[src/rtl/reg_wr_arbiter_pkg.sv]
// Shared definitions for the register-file writeback path (also used by the apu).
package reg_wr_arbiter_pkg;

    // Default widths of the register-file write port.
    localparam int unsigned data_width_dflt    = 32;
    localparam int unsigned reg_sel_width_dflt = 5;

    // One queued register-file write.
    typedef struct packed {
        logic [reg_sel_width_dflt-1:0] sel;
        logic [data_width_dflt-1:0]    data;
    } wr_req_t;

    // Round-robin pointer: which FIFO source wins the next contended cycle.
    typedef enum logic {
        SrcApu = 1'b0,
        SrcMem = 1'b1
    } rr_src_e;

    // Write-port grant for the current cycle.
    typedef enum logic [1:0] {
        GntNone = 2'd0,
        GntCore = 2'd1,
        GntApu  = 2'd2,
        GntMem  = 2'd3
    } grant_e;

    // The source that gets priority after a FIFO grant to src.
    function automatic rr_src_e rr_other(rr_src_e src);
        return (src == SrcApu) ? SrcMem : SrcApu;
    endfunction

endpackage

[src/rtl/reg_wr_arbiter_fifo.sv]
// Small synchronous FIFO of pending register writes. Head is presented
// combinationally from storage; an empty FIFO never bypasses its input.
module wr_fifo
    import reg_wr_arbiter_pkg::*;
#(
    parameter type          entry_t = wr_req_t,
    parameter int unsigned  depth   = 4,
    localparam int unsigned ptr_w   = $clog2(depth),
    localparam int unsigned cnt_w   = ptr_w + 1
) (
    input  logic             clk,
    input  logic             rst,
    input  logic             push,
    input  entry_t           push_data,
    input  logic             pop,
    output entry_t           head,
    output logic             full,
    output logic             empty,
    output logic [cnt_w-1:0] count
);

    entry_t             mem_q [depth];
    logic [ptr_w-1:0]   rd_ptr_q, rd_ptr_d;
    logic [ptr_w-1:0]   wr_ptr_q, wr_ptr_d;
    logic [cnt_w-1:0]   count_q, count_d;
    logic               do_push;
    logic               do_pop;

    // Full/empty come only from the registered count.
    assign full  = (count_q == cnt_w'(depth));
    assign empty = (count_q == '0);
    assign count = count_q;
    assign head  = mem_q[rd_ptr_q];

    // A push into a full FIFO is still accepted when the head leaves this cycle.
    assign do_pop  = pop && !empty;
    assign do_push = push && (!full || do_pop);

    // Next-state pointers and occupancy.
    always_comb begin
        rd_ptr_d = rd_ptr_q;
        wr_ptr_d = wr_ptr_q;
        count_d  = count_q;
        if (do_pop) begin
            rd_ptr_d = ptr_w'(rd_ptr_q + 1'b1);
        end
        if (do_push) begin
            wr_ptr_d = ptr_w'(wr_ptr_q + 1'b1);
        end
        unique case ({do_push, do_pop})
            2'b10:   count_d = cnt_w'(count_q + 1'b1);
            2'b01:   count_d = cnt_w'(count_q - 1'b1);
            default: count_d = count_q;
        endcase
    end

    // Pointer and count registers; emptied by reset.
    always_ff @(posedge clk or posedge rst) begin
        if (rst) begin
            rd_ptr_q <= '0;
            wr_ptr_q <= '0;
            count_q  <= '0;
        end else begin
            rd_ptr_q <= rd_ptr_d;
            wr_ptr_q <= wr_ptr_d;
            count_q  <= count_d;
        end
    end

    // Entry storage; contents are meaningless while count is zero, so no reset.
    always_ff @(posedge clk) begin
        if (do_push) begin
            mem_q[wr_ptr_q] <= push_data;
        end
    end

    pop_when_empty: assert property (@(posedge clk) disable iff (rst) !(pop && empty));

endmodule

[src/rtl/reg_wr_arbiter.sv]
// Register-file write-port arbiter: merges core, apu and load writebacks onto one
// registered write port and tracks outstanding apu/load destinations.
module reg_wr_arbiter
    import reg_wr_arbiter_pkg::*;
#(
    parameter int unsigned  data_width    = data_width_dflt,
    parameter int unsigned  reg_sel_width = reg_sel_width_dflt,
    parameter int unsigned  fifo_depth    = 4,
    localparam int unsigned num_regs      = 2 ** reg_sel_width,
    localparam int unsigned fifo_cnt_w    = $clog2(fifo_depth) + 1
) (
    input  logic                     clk,
    input  logic                     rst,
    input  logic                     core_wr_req,
    input  logic [reg_sel_width-1:0] core_wr_sel,
    input  logic [data_width-1:0]    core_wr_data,
    input  logic                     apu_wr_req,
    input  logic [reg_sel_width-1:0] apu_wr_sel,
    input  logic [data_width-1:0]    apu_wr_data,
    input  logic                     mem_wr_req,
    input  logic [reg_sel_width-1:0] mem_wr_sel,
    input  logic [data_width-1:0]    mem_wr_data,
    input  logic                     pend_set_req,
    input  logic [reg_sel_width-1:0] pend_set_sel,
    output logic                     rf_wr_req,
    output logic [reg_sel_width-1:0] rf_wr_sel,
    output logic [data_width-1:0]    rf_wr_data,
    output logic [num_regs-1:0]      pending,
    output logic                     apu_fifo_full,
    output logic                     mem_fifo_full,
    output logic                     overflow
);

    // Same layout as wr_req_t, sized to this instance's parameters.
    typedef struct packed {
        logic [reg_sel_width-1:0] sel;
        logic [data_width-1:0]    data;
    } wr_ent_t;

    wr_ent_t                  apu_push_data, mem_push_data;
    wr_ent_t                  apu_head, mem_head;
    logic                     apu_full, mem_full;
    logic                     apu_empty, mem_empty;
    logic [fifo_cnt_w-1:0]    apu_count, mem_count;
    logic                     apu_pop, mem_pop;
    logic                     apu_drop, mem_drop;

    grant_e                   grant;
    rr_src_e                  rr_q, rr_d;

    logic                     wr_req_q, wr_req_d;
    logic [reg_sel_width-1:0] wr_sel_q, wr_sel_d;
    logic [data_width-1:0]    wr_data_q, wr_data_d;

    logic [num_regs-1:0]      pending_q, pending_d;
    logic [num_regs-1:0]      pend_set_vec, pend_clr_vec;
    logic                     overflow_q, overflow_d;

    assign apu_push_data = '{sel: apu_wr_sel, data: apu_wr_data};
    assign mem_push_data = '{sel: mem_wr_sel, data: mem_wr_data};

    wr_fifo #(
        .entry_t (wr_ent_t),
        .depth   (fifo_depth)
    ) u_apu_fifo (
        .clk       (clk),
        .rst       (rst),
        .push      (apu_wr_req),
        .push_data (apu_push_data),
        .pop       (apu_pop),
        .head      (apu_head),
        .full      (apu_full),
        .empty     (apu_empty),
        .count     (apu_count)
    );

    wr_fifo #(
        .entry_t (wr_ent_t),
        .depth   (fifo_depth)
    ) u_mem_fifo (
        .clk       (clk),
        .rst       (rst),
        .push      (mem_wr_req),
        .push_data (mem_push_data),
        .pop       (mem_pop),
        .head      (mem_head),
        .full      (mem_full),
        .empty     (mem_empty),
        .count     (mem_count)
    );

    // Pick this cycle's writer: core first, then the non-empty FIFO, round-robin on contention.
    always_comb begin
        grant = GntNone;
        if (core_wr_req) begin
            grant = GntCore;
        end else if (!apu_empty && !mem_empty) begin
            grant = (rr_q == SrcApu) ? GntApu : GntMem;
        end else if (!apu_empty) begin
            grant = GntApu;
        end else if (!mem_empty) begin
            grant = GntMem;
        end
    end

    assign apu_pop = (grant == GntApu);
    assign mem_pop = (grant == GntMem);

    // A push is lost only if the FIFO was full and its head did not leave this cycle.
    assign apu_drop = apu_wr_req && (apu_count == fifo_cnt_w'(fifo_depth)) && !apu_pop;
    assign mem_drop = mem_wr_req && (mem_count == fifo_cnt_w'(fifo_depth)) && !mem_pop;

    // Next write-port contents, round-robin pointer and scoreboard clears.
    always_comb begin
        rr_d         = rr_q;
        wr_req_d     = 1'b0;
        wr_sel_d     = wr_sel_q;
        wr_data_d    = wr_data_q;
        pend_clr_vec = '0;
        unique case (grant)
            GntCore: begin
                // Writes to register 0 are swallowed.
                if (core_wr_sel != '0) begin
                    wr_req_d  = 1'b1;
                    wr_sel_d  = core_wr_sel;
                    wr_data_d = core_wr_data;
                end
            end
            GntApu: begin
                rr_d = rr_other(SrcApu);
                if (apu_head.sel != '0) begin
                    wr_req_d                   = 1'b1;
                    wr_sel_d                   = apu_head.sel;
                    wr_data_d                  = apu_head.data;
                    pend_clr_vec[apu_head.sel] = 1'b1;
                end
            end
            GntMem: begin
                rr_d = rr_other(SrcMem);
                if (mem_head.sel != '0) begin
                    wr_req_d                   = 1'b1;
                    wr_sel_d                   = mem_head.sel;
                    wr_data_d                  = mem_head.data;
                    pend_clr_vec[mem_head.sel] = 1'b1;
                end
            end
            default: begin
            end
        endcase
    end

    // Scoreboard update: a set in the same cycle as a clear keeps the register pending.
    always_comb begin
        pend_set_vec = '0;
        if (pend_set_req && (pend_set_sel != '0)) begin
            pend_set_vec[pend_set_sel] = 1'b1;
        end
        pending_d    = (pending_q & ~pend_clr_vec) | pend_set_vec;
        pending_d[0] = 1'b0;
        overflow_d   = overflow_q || apu_drop || mem_drop;
    end

    // Arbiter state and registered write port.
    always_ff @(posedge clk or posedge rst) begin
        if (rst) begin
            rr_q       <= SrcApu;
            wr_req_q   <= 1'b0;
            wr_sel_q   <= '0;
            wr_data_q  <= '0;
            pending_q  <= '0;
            overflow_q <= 1'b0;
        end else begin
            rr_q       <= rr_d;
            wr_req_q   <= wr_req_d;
            wr_sel_q   <= wr_sel_d;
            wr_data_q  <= wr_data_d;
            pending_q  <= pending_d;
            overflow_q <= overflow_d;
        end
    end

    assign rf_wr_req     = wr_req_q;
    assign rf_wr_sel     = wr_sel_q;
    assign rf_wr_data    = wr_data_q;
    assign pending       = pending_q;
    assign overflow      = overflow_q;
    assign apu_fifo_full = apu_full;
    assign mem_fifo_full = mem_full;

    zero_reg_never_pending: assert property (@(posedge clk) disable iff (rst) !pending_q[0]);

endmodule

[config.mk]
export PLATFORM = sky130hd
export DESIGN_NAME = reg_wr_arbiter
export DESIGN_NICKNAME = d
export VERILOG_FILES = /design/src/rtl/reg_wr_arbiter_pkg.sv /design/src/rtl/reg_wr_arbiter_fifo.sv /design/src/rtl/reg_wr_arbiter.sv
export SDC_FILE = /design/constraint.sdc
export NUM_CORES = 1
export LEC_CHECK = 0
export ABC_AREA = 1
export CORE_UTILIZATION = 30
export CTS_CLUSTER_SIZE = 20
export DETAILED_ROUTE_END_ITERATION = 8
export GPL_ROUTABILITY_DRIVEN = 0
export PLACE_DENSITY = 0.47
export SLEW_MARGIN = 0
export SYNTH_ARGS = -nofsm -noshare
export SYNTH_HDL_FRONTEND = slang
export SYNTH_SLANG_ARGS = --single-unit
[constraint.sdc]
create_clock -name clk -period 4.6 [get_ports clk]
set_input_delay 0.46 -clock clk [delete_from_list [all_inputs] [get_ports clk]]
set_output_delay 0.46 -clock clk [all_outputs]
set_load 0.01 [all_outputs]
### Word-level counts from Yosys, hierarchy flattened

Memory sizes are Yosys's and may differ from the RTL's.
Index checks and enable logic that the tools add are counted.

* bitwise operators: 3
* $mul: 0
* $lt $le $gt $ge: 6
* equal/unequal tests: 12
* $add $sub $neg: 8
* reduce and logical (&&, ||, !) cells: 34
* multiplexer cells: 34
* shifts and indexed selects: 0
* divide/modulo/power cells: 0

Operator list (number)
* 32-bit two-way mux: 6
* 32-bit case mux with 3 select lines: 1
* 32-bit case mux with 2 select lines: 1
* 32-bit bitwise AND: 1
* 32-bit inverter: 1
* 32-bit bitwise OR: 1
* 5-bit nonzero test: 4
* 5-bit by 6-bit < comparator with 1-bit output, second input constant: 3
* 1-bit demux with 5-bit select: 3
* 5-bit by 1-bit greater-or-equal comparator with 1-bit output, second input constant: 3
* 5-bit two-way mux: 3
* 5-bit case mux with 3 select lines: 1
* 1-bit logical AND: 13
* 3-bit case mux with 2 select lines: 2
* 1-bit two-way mux: 11
* 2-bit by 1-bit adder with 2-bit output, second input constant: 4
* 2-bit == test, second input constant: 4
* 2-bit two-way mux: 4
* 3-bit by 1-bit adder with 3-bit output, second input constant: 2
* 2-bit by 1-bit == test with 1-bit output, second input constant: 3
* 3-bit == test, second input constant: 2
* 1-bit zero test: 6
* 3-bit zero test: 2
* 2-bit nonzero test: 3
* other kinds (8): 13

* output and inout bits: 73
* bits in latches: 0
* memories: 2
* register bits: 85
* memory bits (writable): 296
* word-level logic and storage cells: 111
* ROM bits: 0
* input port bits: 122

Memory list
* u_apu_fifo.mem_q: words 4, width 37, rd ports 1, clocked after memory_dff 0, write ports 1, line reg_wr_arbiter_fifo.sv:22 `entry_t mem_q [depth];`
* u_mem_fifo.mem_q: words 4, width 37, rd ports 1, clocked after memory_dff 0, write ports 1, line reg_wr_arbiter_fifo.sv:22

### Longest topological paths before layout

Gate-level depths: netlist of run 1.

* depth after elaboration: 11
* mapped depth: 14
* mapped depth without buffers: 13

### By module

Synthesis of run 1 repeated with hierarchy kept, for this count alone.

* cells, all modules: 1487
* area, all modules: 16305.6 um^2

Modules (own cells, without submodules)
* wr_fifo at u_apu_fifo: sequential area each 4619.4 um^2, times used 1, area each 6104.6 um^2, cells an instance 460
* wr_fifo at u_mem_fifo: sequential area each 4619.4 um^2, times used 1, area each 5955.7 um^2, cells an instance 415
* reg_wr_arbiter: sequential area each 1776.7 um^2, times used 1, area each 4245.3 um^2, cells an instance 612

### Worst setup path after synthesis of run 1

OpenSTA, ideal clock, no wires.

* path kind: register to register
* start: register u_mem_fifo.count_q[1], in the netlist u_mem_fifo.count[1]
* end: memory u_apu_fifo.mem_q[0][0] in the netlist's numbering, enable pin
* library setup time: 431 ps
* stages on the path, launching flop included: 8
* path buffers: 0
* period minus slack after synthesis: 3122 ps
* arrival: 2690 ps
* setup slack: 1478 ps
* data required time: 4169 ps
* path through: dfrtp_1 > inv_1 > nand3_2 > nand2_4 > nand3_2 > nand2_1 > nand2_1 > nor2_1

* longest elaborated chain between the ends: 11
* elaborated cells between the ends (all ways): 13
* those cells by class: eq/ne (1); mux (6); reduce/logical (6)

Ends and longest elaborated chain
* from (decl): line reg_wr_arbiter_fifo.sv:25 `logic [cnt_w-1:0] count_q, count_d;`
* from (signal assigned): line reg_wr_arbiter_fifo.sv:66 `count_q <= count_d;`
* 3-bit zero test *: line reg_wr_arbiter_fifo.sv:31 `assign empty = (count_q == '0);`
* 2-bit two-way mux or 1-bit zero test (tied branches): line reg_wr_arbiter.sv:101, reg_wr_arbiter.sv:97
* 2-bit two-way mux or 1-bit logical AND (tied branches): line reg_wr_arbiter.sv:99, reg_wr_arbiter.sv:97
* 2-bit two-way mux *: line reg_wr_arbiter.sv:97 `end else if (!apu_empty && !mem_empty) begin`
* 2-bit two-way mux *: line reg_wr_arbiter.sv:95 `if (core_wr_req) begin`
* 2-bit == test *: line reg_wr_arbiter.sv:106 `assign apu_pop = (grant == GntApu);`
* 1-bit logical AND *: line reg_wr_arbiter_fifo.sv:36 `assign do_pop = pop && !empty;`
* 1-bit logical OR *: line reg_wr_arbiter_fifo.sv:37 `assign do_push = push && (!full || do_pop);`
* 1-bit logical AND *: line reg_wr_arbiter_fifo.sv:37
* 1-bit two-way mux *: line reg_wr_arbiter_fifo.sv:72 `if (do_push) begin`
* 1-bit two-way mux (not written as such) *: line reg_wr_arbiter_fifo.sv:73 `mem_q[wr_ptr_q] <= push_data;`
* to (decl): line reg_wr_arbiter_fifo.sv:22

Mark *: on every way between the ends. The rest lies on a longest branch, timed or not.

### Final worst setup path of run 1

* start: register u_apu_fifo.rd_ptr_q[0]
* end: register wr_data_q[25], in the netlist rf_wr_data[25]

* longest elaborated chain between the ends: 4
* elaborated cells between the ends (all ways): 6
* those cells by class: eq/ne (1); mux (2); reduce/logical (2); memory (1)

Ends and longest elaborated chain
* from (decl): line reg_wr_arbiter_fifo.sv:23 `logic [ptr_w-1:0] rd_ptr_q, rd_ptr_d;`
* from (signal assigned): line reg_wr_arbiter_fifo.sv:64 `rd_ptr_q <= rd_ptr_d;`
* memory 4 x 37 bit *
* 5-bit nonzero test: line reg_wr_arbiter.sv:131 `if (apu_head.sel != '0) begin`
* 2-bit by 1-bit inequality test with 1-bit output (no source line)
* 4-bit AND reduction (no source line)
* to (signal assigned): line reg_wr_arbiter.sv:176 `wr_data_q <= wr_data_d;`
* to (decl): line reg_wr_arbiter.sv:53 `logic [data_width-1:0] wr_data_q, wr_data_d;`

Mark *: on every way between the ends. The rest lies on a longest branch, timed or not. The select of a mux whose other input is x is not followed.
A chain may end at the register's enable or synchronous reset.

==> run metrics, run 1 <==
pwr/cell area=651 nW/um2; H-tree depth=2; Non-Filler Instances=2,526; placed insts=2,444; Startpoint Class=register; clock skew=roughly 19 ps; Slew Viols, Final=0; crit path max fanout=60; pin count of the biggest net entering global routing=79; finished layout cell area=20,500 um2; Synth Register Bits=381; maximum VDD drop=~0.00033 V; # port buffers=between 150 and 200; CP arrival=3740 ps; Synth Flop Type=edfxtp_1; Clk Latency, worst-skew pair=~580 ps; worst hold slack=284 ps; CTS Buf Count=45; Tot Pwr=roughly 13 mW; Pre-antenna DRT Iters=7; FMAX=roughly 0.3 GHz; I/O pins=195; post-route setup slack=1320 ps; nets@finish=1,928; critical path type=reg -> reg; pre-CTS WS=1320 ps; Vias/cell=4.75; Global Route Usage Sum=approximately 17%; Setup TNS=0 ps; setup slack, reg-to-reg=about 1300 ps; vias in the first global route=approximately 12,000; post-synth top area share=53.7%; worst hold path type=in -> async; share of layout cells above drive strength 1=7.49%; sequential share of the synthesized area=66.5%; Mapped Area=16,600 um2; # DRC=0; Unique masters post-synth=36; Slew @ Worst Pin=~1100 ps; final setup violation count=0; CTS tree=yes; Total Routed Length=48,300 um; Avg Inst Size Synth=10.3 um2; core footprint=54,200 um2; static leakage=8.03 nW; die footprint=56,200 um2; max cap viols=0; Iter 0 DRT Violations=roughly 980; Yosys top cell by area=edfxtp_1; area grow syn2layout=23.6%; fin util=between 30% and 40%; Cell Area, Placed=19,200 um2; DR vias=around 12,000; final hold vios=0; Post-synth EDFFs=296; post-DP HPWL=roughly 33,000 um; quantity of hold-fixing buffers added after cts=0; Post-synth ARST share=about 22%; CTS clk-pin slew, worst paths=60 ps; Clock Tree Buf Depth=3; clk root buf=clkbuf_16; CTS resizes=0; die height=237 um; global-route wire length before repair=slightly above 70,000 um; syn_nets=around 1,700; grt ovf=0; WP data required=5060 ps; Rel. slew slack=25.4%; fin crit share=71.4%; Avg WL per Cell=approximately 19 um; initial antenna violation count=3; Final ANT Viol Nets=0; crit end category=register; synth warn=0; RSZ-0062 raised after global routing=no; Initial Util=between 30 and 40%; CTS sink cnt=381; minimum clock period=3280 ps; die width=237 um; status=finished, final reports clean; Synth Instances=1,610; row count=85; top post-synthesis cells by area=edfxtp_1 54%, dfrtp_1 13%, nand2_1 12%; post-CTS setup buffers=0
==> metal layers <==
layer	global-route usage, %	wire length (um)
met4	5.43	1090
met1	22.5	20900
met2	28.1	22800
met5	0	26
met3	4.46	3490
==> cells by family after synthesis <==
| family | synth area share [%] |
|---|---|
| DFF | 66.5 |
| other | 0.0226 |
| adders and majority gates | 0.921 |
| and+or+nand+nor | 23.4 |
| AOI/OAI and AO/OA | 4.12 |
| xor gates and xnor gates | 0.423 |
| buffers and inverters | 4.61 |
==> where the power goes <==
| group | switching, mW | internal, mW | leakage, nW |
|---|---|---|---|
| Combinational | 3.24 | 1.66 | 3.64 |
| Clock | 1.39 | 1.89 | 0.649 |
| Sequential | 0.478 | 4.67 | 3.74 |
| Total | 5.11 | 8.22 | 8.03 |
==> cell usage after synthesis, types with 4 or more instances <==
cell	instances
nand2_1	526
clkbuf_1	25
inv_2	4
buf_2	30
xor2_1	7
nand2_2	25
buf_1	6
o21ai_0	114
inv_1	73
buf_4	7
nor2_1	177
dfrtp_1	85
o21ai_1	13
nand4_1	38
ha_1	9
buf_6	7
nor3_1	11
nand3_1	126
edfxtp_1	296
==> placed cells by master (no fill, tap or decap), types with 13 or more instances in the layout <==
| cell type | instances |
|---|---|
| o21ai_1 | 13 |
| edfxtp_1 | 296 |
| nand2_1 | 526 |
| nand3_1 | 126 |
| nand2_2 | 25 |
| o21ai_0 | 114 |
| clkdlybuf4s50_1 | 193 |
| nor2_1 | 169 |
| nand4_1 | 38 |
| clkbuf_1 | 14 |
| buf_4 | 23 |
| inv_1 | 72 |
| dfrtp_1 | 83 |
| clkbuf_16 | 45 |
==> critical path, stage by stage, from the launching register on <==
cell and delay, ps:
dfrtp_4 430, buf_4 500, nand2_1 100, nand2_1 90, nand2_1 50, nand2_1 250
nor2_4 90, nand2_2 600, nand3_4 700, nand2_1 210, nand2_1 70
==> flip-flops by register name (all words and copies together) (netlist names) <==
| name | count |
|---|---|
| u_apu_fifo.mem_q | 148 |
| u_mem_fifo.mem_q | 148 |
| rf_wr_data | 32 |
| pending | 31 |
| rf_wr_sel | 5 |
| u_apu_fifo.count | 3 |
| u_mem_fifo.count | 3 |
| u_apu_fifo.rd_ptr_q | 2 |
| u_apu_fifo.wr_ptr_q | 2 |
| u_mem_fifo.rd_ptr_q | 2 |
| u_mem_fifo.wr_ptr_q | 2 |
| overflow | 1 |
| rf_wr_req | 1 |
| rr_q | 1 |
==> final cells by class <==
| type | instances | area, um2 |
|---|---|---|
| antenna | 2 | 5.00 |
| clock buffer | 61 | 1210 |
| clock inverter | 19 | 120 |
| fill | 5358 | 33800 |
| inverter | 80 | 307 |
| multi-input combinational | 1071 | 4850 |
| sequential | 381 | 11000 |
| tap | 696 | 871 |
| timing repair buffer | 216 | 2100 |
==> path summary, 6_finish.rpt <==
kind | from | end | cells past startpoint
setup / recovery | u_apu_fifo.rd_ptr_q[0]$_DFFE_PP0N_ | rf_wr_data[25]$_DFFE_PP0P_ | 10
hold reg to reg | rf_wr_data[2]$_DFFE_PP0P_ | rf_wr_data[2]$_DFFE_PP0P_ | 2
min in group clk | rf_wr_data[2]$_DFFE_PP0P_ | rf_wr_data[2]$_DFFE_PP0P_ | 2
max in group asynchronous | rst | u_mem_fifo.rd_ptr_q[0]$_DFFE_PP0P_ | 3
setup reg to reg | u_apu_fifo.rd_ptr_q[0]$_DFFE_PP0N_ | rf_wr_data[25]$_DFFE_PP0P_ | 10
hold / removal | rst | pending[11]$_DFF_PP0_ | 2
(Power assumes the default switching activity.)
==> run 2, diff against run 1 <==
- PLACE_DENSITY: 0.47 -> 0.49
- clock period: 4.6 -> 2.7 ns (I/O delays scaled with it)
==> run metrics, run 2 (same netlist as run 1, synthesis figures left out) <==
Startpoint Class=register; area grow syn2layout=25.7%; H-tree depth=2 (unchanged); pin count of the biggest net entering global routing=69 (-13%); max cap viols=0 (unchanged); Clock Tree Buf Depth=3 (unchanged); grt ovf=0 (unchanged); fin crit share=87.1%; CTS Buf Count=44 (-2.2%); die height=237 um (unchanged); Initial Util=30.5% (unchanged); Worst path max stage delay=620 ps (-80 ps); WP data required=2430 ps (-2630 ps); nets@finish=1,943 (+0.78%); die width=237 um (unchanged); pwr/cell area=1110 nW/um2 (+71%); Avg WL per Cell=19.2 um (+0.15%); FMAX=0.425 GHz; CTS resizes=0 (unchanged); final hold vios=0 (unchanged); Final ANT Viol Nets=0 (unchanged); core footprint=54,200 um2 (unchanged); Clk Latency, worst-skew pair=580 ps (about the same); clock skew=19.9 ps (+1.20 ps); crit path max fanout=4 (-93%); CTS sink cnt=381 (unchanged); row count=85 (unchanged); static leakage=8.18 nW (+1.9%); commonest non-fill, non-tap cell in the layout=nand2_1; I/O pins=195 (unchanged); maximum VDD drop=0.000664 V (+100%); vias in the first global route=11,776 (+0.76%); minimum clock period=2350 ps; DR vias=12,125 (+0.97%); worst hold slack=131 ps (-153 ps); Global Route Usage Sum=17.5% (+0.18 points); crit end category=primary output; RSZ-0062 raised after global routing=no; worst hold path type=in -> async; initial antenna violation count=4 (+1); Top delay family on crit path=buffers and inverters; Total Routed Length=48,700 um (+0.78%); share of layout cells above drive strength 1=8.67% (+1.2 points); WP buf/inv=2 (+1); Slew Viols, Final=0 (unchanged); final setup violation count=0 (unchanged); status=finished, final reports clean; CTS tree=yes; quantity of hold-fixing buffers added after cts=0 (unchanged); Slew @ Worst Pin=751 ps (-360 ps); CP max-delay cell=clkdlybuf4s50_1; Setup TNS=0 ps (unchanged); # DRC=0 (unchanged); global-route wire length before repair=73,500 um (+1.6%); most frequent cells in the layout=526 x nand2_1, 296 x edfxtp_1, 193 x clkdlybuf4s50_1; critical path type=reg -> out; Tot Pwr=23.2 mW (+74%); CP arrival=2080 ps (-1660 ps); busiest layer in global routing=met2; die footprint=56,200 um2 (unchanged); Rel. slew slack=49.7% (+24 points); Iter 0 DRT Violations=803 (-18%); met2 global-route usage=28.7% (+0.53 points); met1 GRT Util=23.0% (+0.50 points); Pre-antenna DRT Iters=5 (-2); Vias/cell=4.77 (+0.33%); GRT met3 Usage=3.47% (-0.99 points); clk root buf=clkbuf_16; # port buffers=193 (unchanged); CTS clk-pin slew, worst paths=60 ps (about the same); post-DP HPWL=32,500 um (-0.37%); crit-path cells=inv_1, nand2_1, nor2_1, clkdlybuf4s50_1; post-CTS setup buffers=0 (unchanged)
==> run 2: metrics by stage <==
stage	util, %	setup WS (ps)	cells	area (um2)
finish	38.4	348	2542	20800
detailed placement	35.8	254	2460	19400
floorplan	-	-422	1610	16600
CTS	38.4	319	2541	20800
global route	38.4	151	2541	20800
global placement	35.8	319	2460	19400
==> run 2: worst paths after layout <==
| kind | startpoint | to | slack, ps | cells past startpoint |
|---|---|---|---|---|
| min | rst | pending[10]$_DFF_PP0_ | 130 | 2 |
| min reg2reg | rf_wr_data[30]$_DFFE_PP0P_ | rf_wr_data[30]$_DFFE_PP0P_ | 490 | 2 |
| max | u_apu_fifo.count[0]$_DFFE_PP0P_ | apu_fifo_full | 350 | 4 |
| max in group asynchronous | rst | u_mem_fifo.rd_ptr_q[0]$_DFFE_PP0P_ | 1870 | 3 |
| min in group clk | mem_wr_data[4] | u_mem_fifo.mem_q[2][4]$_DFFE_PP_ | 330 | 1 |
| max reg2reg | u_apu_fifo.rd_ptr_q[0]$_DFFE_PP0N_ | rf_wr_data[26]$_DFFE_PP0P_ | 420 | 10 |
==> run 2: cell type report <==
| class | instances | area, um2 |
|---|---|---|
| Clock inverter | 27 | 248 |
| Sequential cell | 381 | 11000 |
| Clock buffer | 54 | 1140 |
| Multi-Input combinational cell | 1071 | 4850 |
| Fill cell | 5326 | 33400 |
| Timing Repair Buffer | 232 | 2390 |
| Antenna cell | 1 | 2.50 |
| Tap cell | 696 | 871 |
| Inverter | 80 | 308 |
==> run 2: where the power goes <==
part           switching [mW]  internal (mW)
Combinational            5.54           3.08
Clock                    2.40           3.38
Sequential              0.822           7.95
==> run 2: per-layer routing <==
metal  up-vias  share of wire [%]
met5         -              0.088
met1      5851                 43
li1       5798                  -
met4         6                2.8
met3        92                6.4
met2       378                 47
==> run 3, diff against run 2 <==
- SYNTH_HIERARCHICAL: not set -> 1
==> run metrics, run 3 <==
status=finished, final reports clean; synth warn=6 (+6); CTS Buf Count=43 (-2.3%); CTS tree=yes; Synth Register Bits=381 (unchanged); global-route wire length before repair=72,700 um (-1.1%); max cap viols=0 (unchanged); power share of the combinational group=39.3% (+2.1 points); Initial Util=30.4% (-0.18 points); Slew @ Worst Pin=755 ps (+4.22 ps); sequential share of the synthesized area=67.6% (+1.1 points); Clock Tree Buf Depth=3 (unchanged); Global Route Usage Sum=17.3% (-0.13 points); clock skew=22.6 ps (+2.71 ps); simple-gate share of the synthesized area=19.0% (-4.5 points); grt ovf=0 (unchanged); Clock power frac=23.5% (-1.5 points); # port buffers=193 (unchanged); Total Routed Length=48,200 um (-1.1%); CP arrival=2200 ps (+120 ps); Iter 0 DRT Violations=962 (+20%); R2R cell count=16 (+6); beginning of the critical path=u_apu_fifo/count[0]$_DFFE_PP0P_; FMAX=0.404 GHz (-4.9%); critical path type=reg -> out; worst hold slack=216 ps (+84.9 ps); post-route setup slack=226 ps (-122 ps); RSZ-0062 raised after global routing=no; DR vias=11,792 (-2.7%); minimum clock period=2470 ps (+122 ps); switch share=38.7% (+0.87 points); Avg WL per Cell=19.8 um (+3.6%); area grow syn2layout=25.5%; worst hold path type=in -> async; core footprint=53,700 um2 (-0.98%); fraction of synthesized area in multiplexers=0% (unchanged); nets@finish=1,827 (-6.0%); Avg Inst Size Synth=11.0 um2 (+6.6%); Crit Reg-Reg Startpoint=u_apu_fifo/count[0]$_DFFE_PP0P_; main combinational cell family by area after synthesis=simple AND/OR/NAND/NOR gates; Unique masters post-synth=33 (-8.3%); synthesized-area fraction occupied by adder cells=0.936% (+0.015 points); maximum VDD drop=0.000641 V (-3.5%); crit end category=primary output; finished layout cell area=20,500 um2 (-1.7%); H-tree depth=2 (unchanged); vias in the first global route=11,597 (-1.5%); pin count of the biggest net entering global routing=72 (+4.3%); # DRC=0 (unchanged); quantity of hold-fixing buffers added after cts=0 (unchanged); Synth Instances=1,487 (-7.6%); Startpoint Class=register; commonest non-fill, non-tap cell in the layout=edfxtp_1; Post-synth EDFFs=296 (unchanged); clk root buf=clkbuf_16; Clk Latency, worst-skew pair=570 ps (about the same); share of layout cells above drive strength 1=8.51% (-0.17 points); initial antenna violation count=10 (+6); Rel. slew slack=49.6% (-0.097 points); setup slack, reg-to-reg=240 ps (-180 ps); Commonest cells post-synth=296 x edfxtp_1, 251 x nand2_1, 212 x nor2_1; die width=235 um (-0.78%); Final ANT Viol Nets=0 (unchanged); Slew Viols, Final=0 (unchanged); die footprint=55,300 um2 (-1.6%); Yosys top cell by area=edfxtp_1; Critical path destination=apu_fifo_full; CTS sink cnt=381 (unchanged); fin crit share=91.6% (+4.5 points); Pre-antenna DRT Iters=5 (unchanged); Synth Flop Type=edfxtp_1; internal power=14.4 mW (-0.34%); most frequent cells in the layout=296 x edfxtp_1, 251 x nand2_1, 204 x nor2_1; crit path max fanout=5 (+1); Cell Area, Placed=19,100 um2 (-1.6%); static leakage=7.60 nW (-7.1%); pre-CTS WS=237 ps (-16.6 ps); post-synth top area share=54.5% (+0.86 points); top post-synthesis cells by area=edfxtp_1 55%, dfrtp_1 13%, nand2_1 5.8%; syn_nets=1,620 (-7.1%); WP data required=2430 ps (about the same); die height=235 um (-0.78%); post-DP HPWL=32,000 um (-1.6%); final setup violation count=0 (unchanged); row count=85 (unchanged); final hold vios=0 (unchanged); capturing point of the worst reg2reg path=u_apu_fifo/count[2]$_DFFE_PP0P_; I/O pins=195 (unchanged); pwr/cell area=1150 nW/um2 (+2.9%); Vias/cell=4.86 (+1.9%); post-synthesis xor/xnor area fraction=0.215% (-0.21 points); Mapped Area=16,300 um2 (-1.6%); CTS clk-pin slew, worst paths=60 ps (about the same); Synth Area in Compound Gates=7.37% (+3.3 points); count leader, synth=edfxtp_1; NetSw=9.06 mW (+3.4%); Seq pwr share=37.2% (-0.7 points); Post-synth ARST share=22.3% (unchanged)
run 3: changes by cell type after synthesis, moves of 12 or more:
cell     delta
o22ai_1    +37
inv_1      -20
o21ai_0    -18
nand2_1   -275
buf_6      +13
nand2_2    -22
nor3_1     +12
nor2_1     +35
o21ai_1    +76
nand3_1    +51
run 3: what timing repair did:
action                                 4_1_cts  5_1_grt
endpoints found under the hold margin        0        0
setup buffers                                0        0
setup endpoints to repair                    0        7
gates resized for setup                      0        1
run 3: kinds of logic after synthesis:
family / count (synthesis)
buf+inv: 146
flops: 381
xor+xnor: 4
other cells: 1
simple gates: 717
compound gates: 227
fa+ha+maj: 11
run 3: power by group through the flow:
stage / Combinational, mW / Sequential [mW] / Clock (mW)
final: 9.21 / 8.71 / 5.51
after global placement: 9.24 / 8.81 / 0
after detailed placement: 9.33 / 8.81 / 0
after global routing: 10.2 / 8.85 / 5.88
after CTS: 9.37 / 8.71 / 5.66
after floorplan: 5.42 / 8.78 / 0
run 3: final cells by class:
class | count | area, um2
clock buffers | 56 | 1130
fillers | 5250 | 33200
repair buffers | 249 | 2470
well taps | 696 | 871
flip-flops and latches | 381 | 11000
inverters | 59 | 225
clock inverters | 23 | 184
multi-input cells | 960 | 4550
diodes | 3 | 7.51
run 3: per-stage QoR:
stage / util, % / std cells / setup TNS (ps) / power, mW
final: 38.1 / 2427 / 0 / 23.4
after detailed placement: 35.6 / 2345 / 0 / 18.1
after floorplan: - / 1487 / -58300 / 14.2
after global placement: 35.6 / 2345 / 0 / 18.0
after global routing: 38.1 / 2424 / 0 / 25.0
after CTS: 38.1 / 2424 / 0 / 23.7
run 3: layer usage:
| layer | GRT usage, % | part of all wire [%] | wire length (um) |
|---|---|---|---|
| met1 | 22.5 | 43 | 20500 |
| met2 | 27.9 | 47 | 22500 |
| met3 | 5.43 | 8.5 | 4070 |
| met4 | 4.86 | 2.0 | 956 |
| met5 | 0 | 0.18 | 86 |
run 3: worst min-delay path by stage:
stage,startpoint,end
6_report,rst,u_apu_fifo/count[2]$_DFFE_PP0P_
5_1_grt,rst,u_mem_fifo/count[0]$_DFFE_PP0P_
4_1_cts,rst,u_mem_fifo/rd_ptr_q[1]$_DFFE_PP0N_
3_5_place_dp,pending[23]$_DFF_PP0_,pending[23]$_DFF_PP0_
3_3_place_gp,rr_q$_DFFE_PP0P_,rr_q$_DFFE_PP0P_
2_1_floorplan,rst,u_apu_fifo/count[0]$_DFFE_PP0P_
run 3: critical path, stage by stage (launching register included):
cell and delay [ps]:
dfrtp_1 430, nor3_1 550, clkdlybuf4s50_1 670
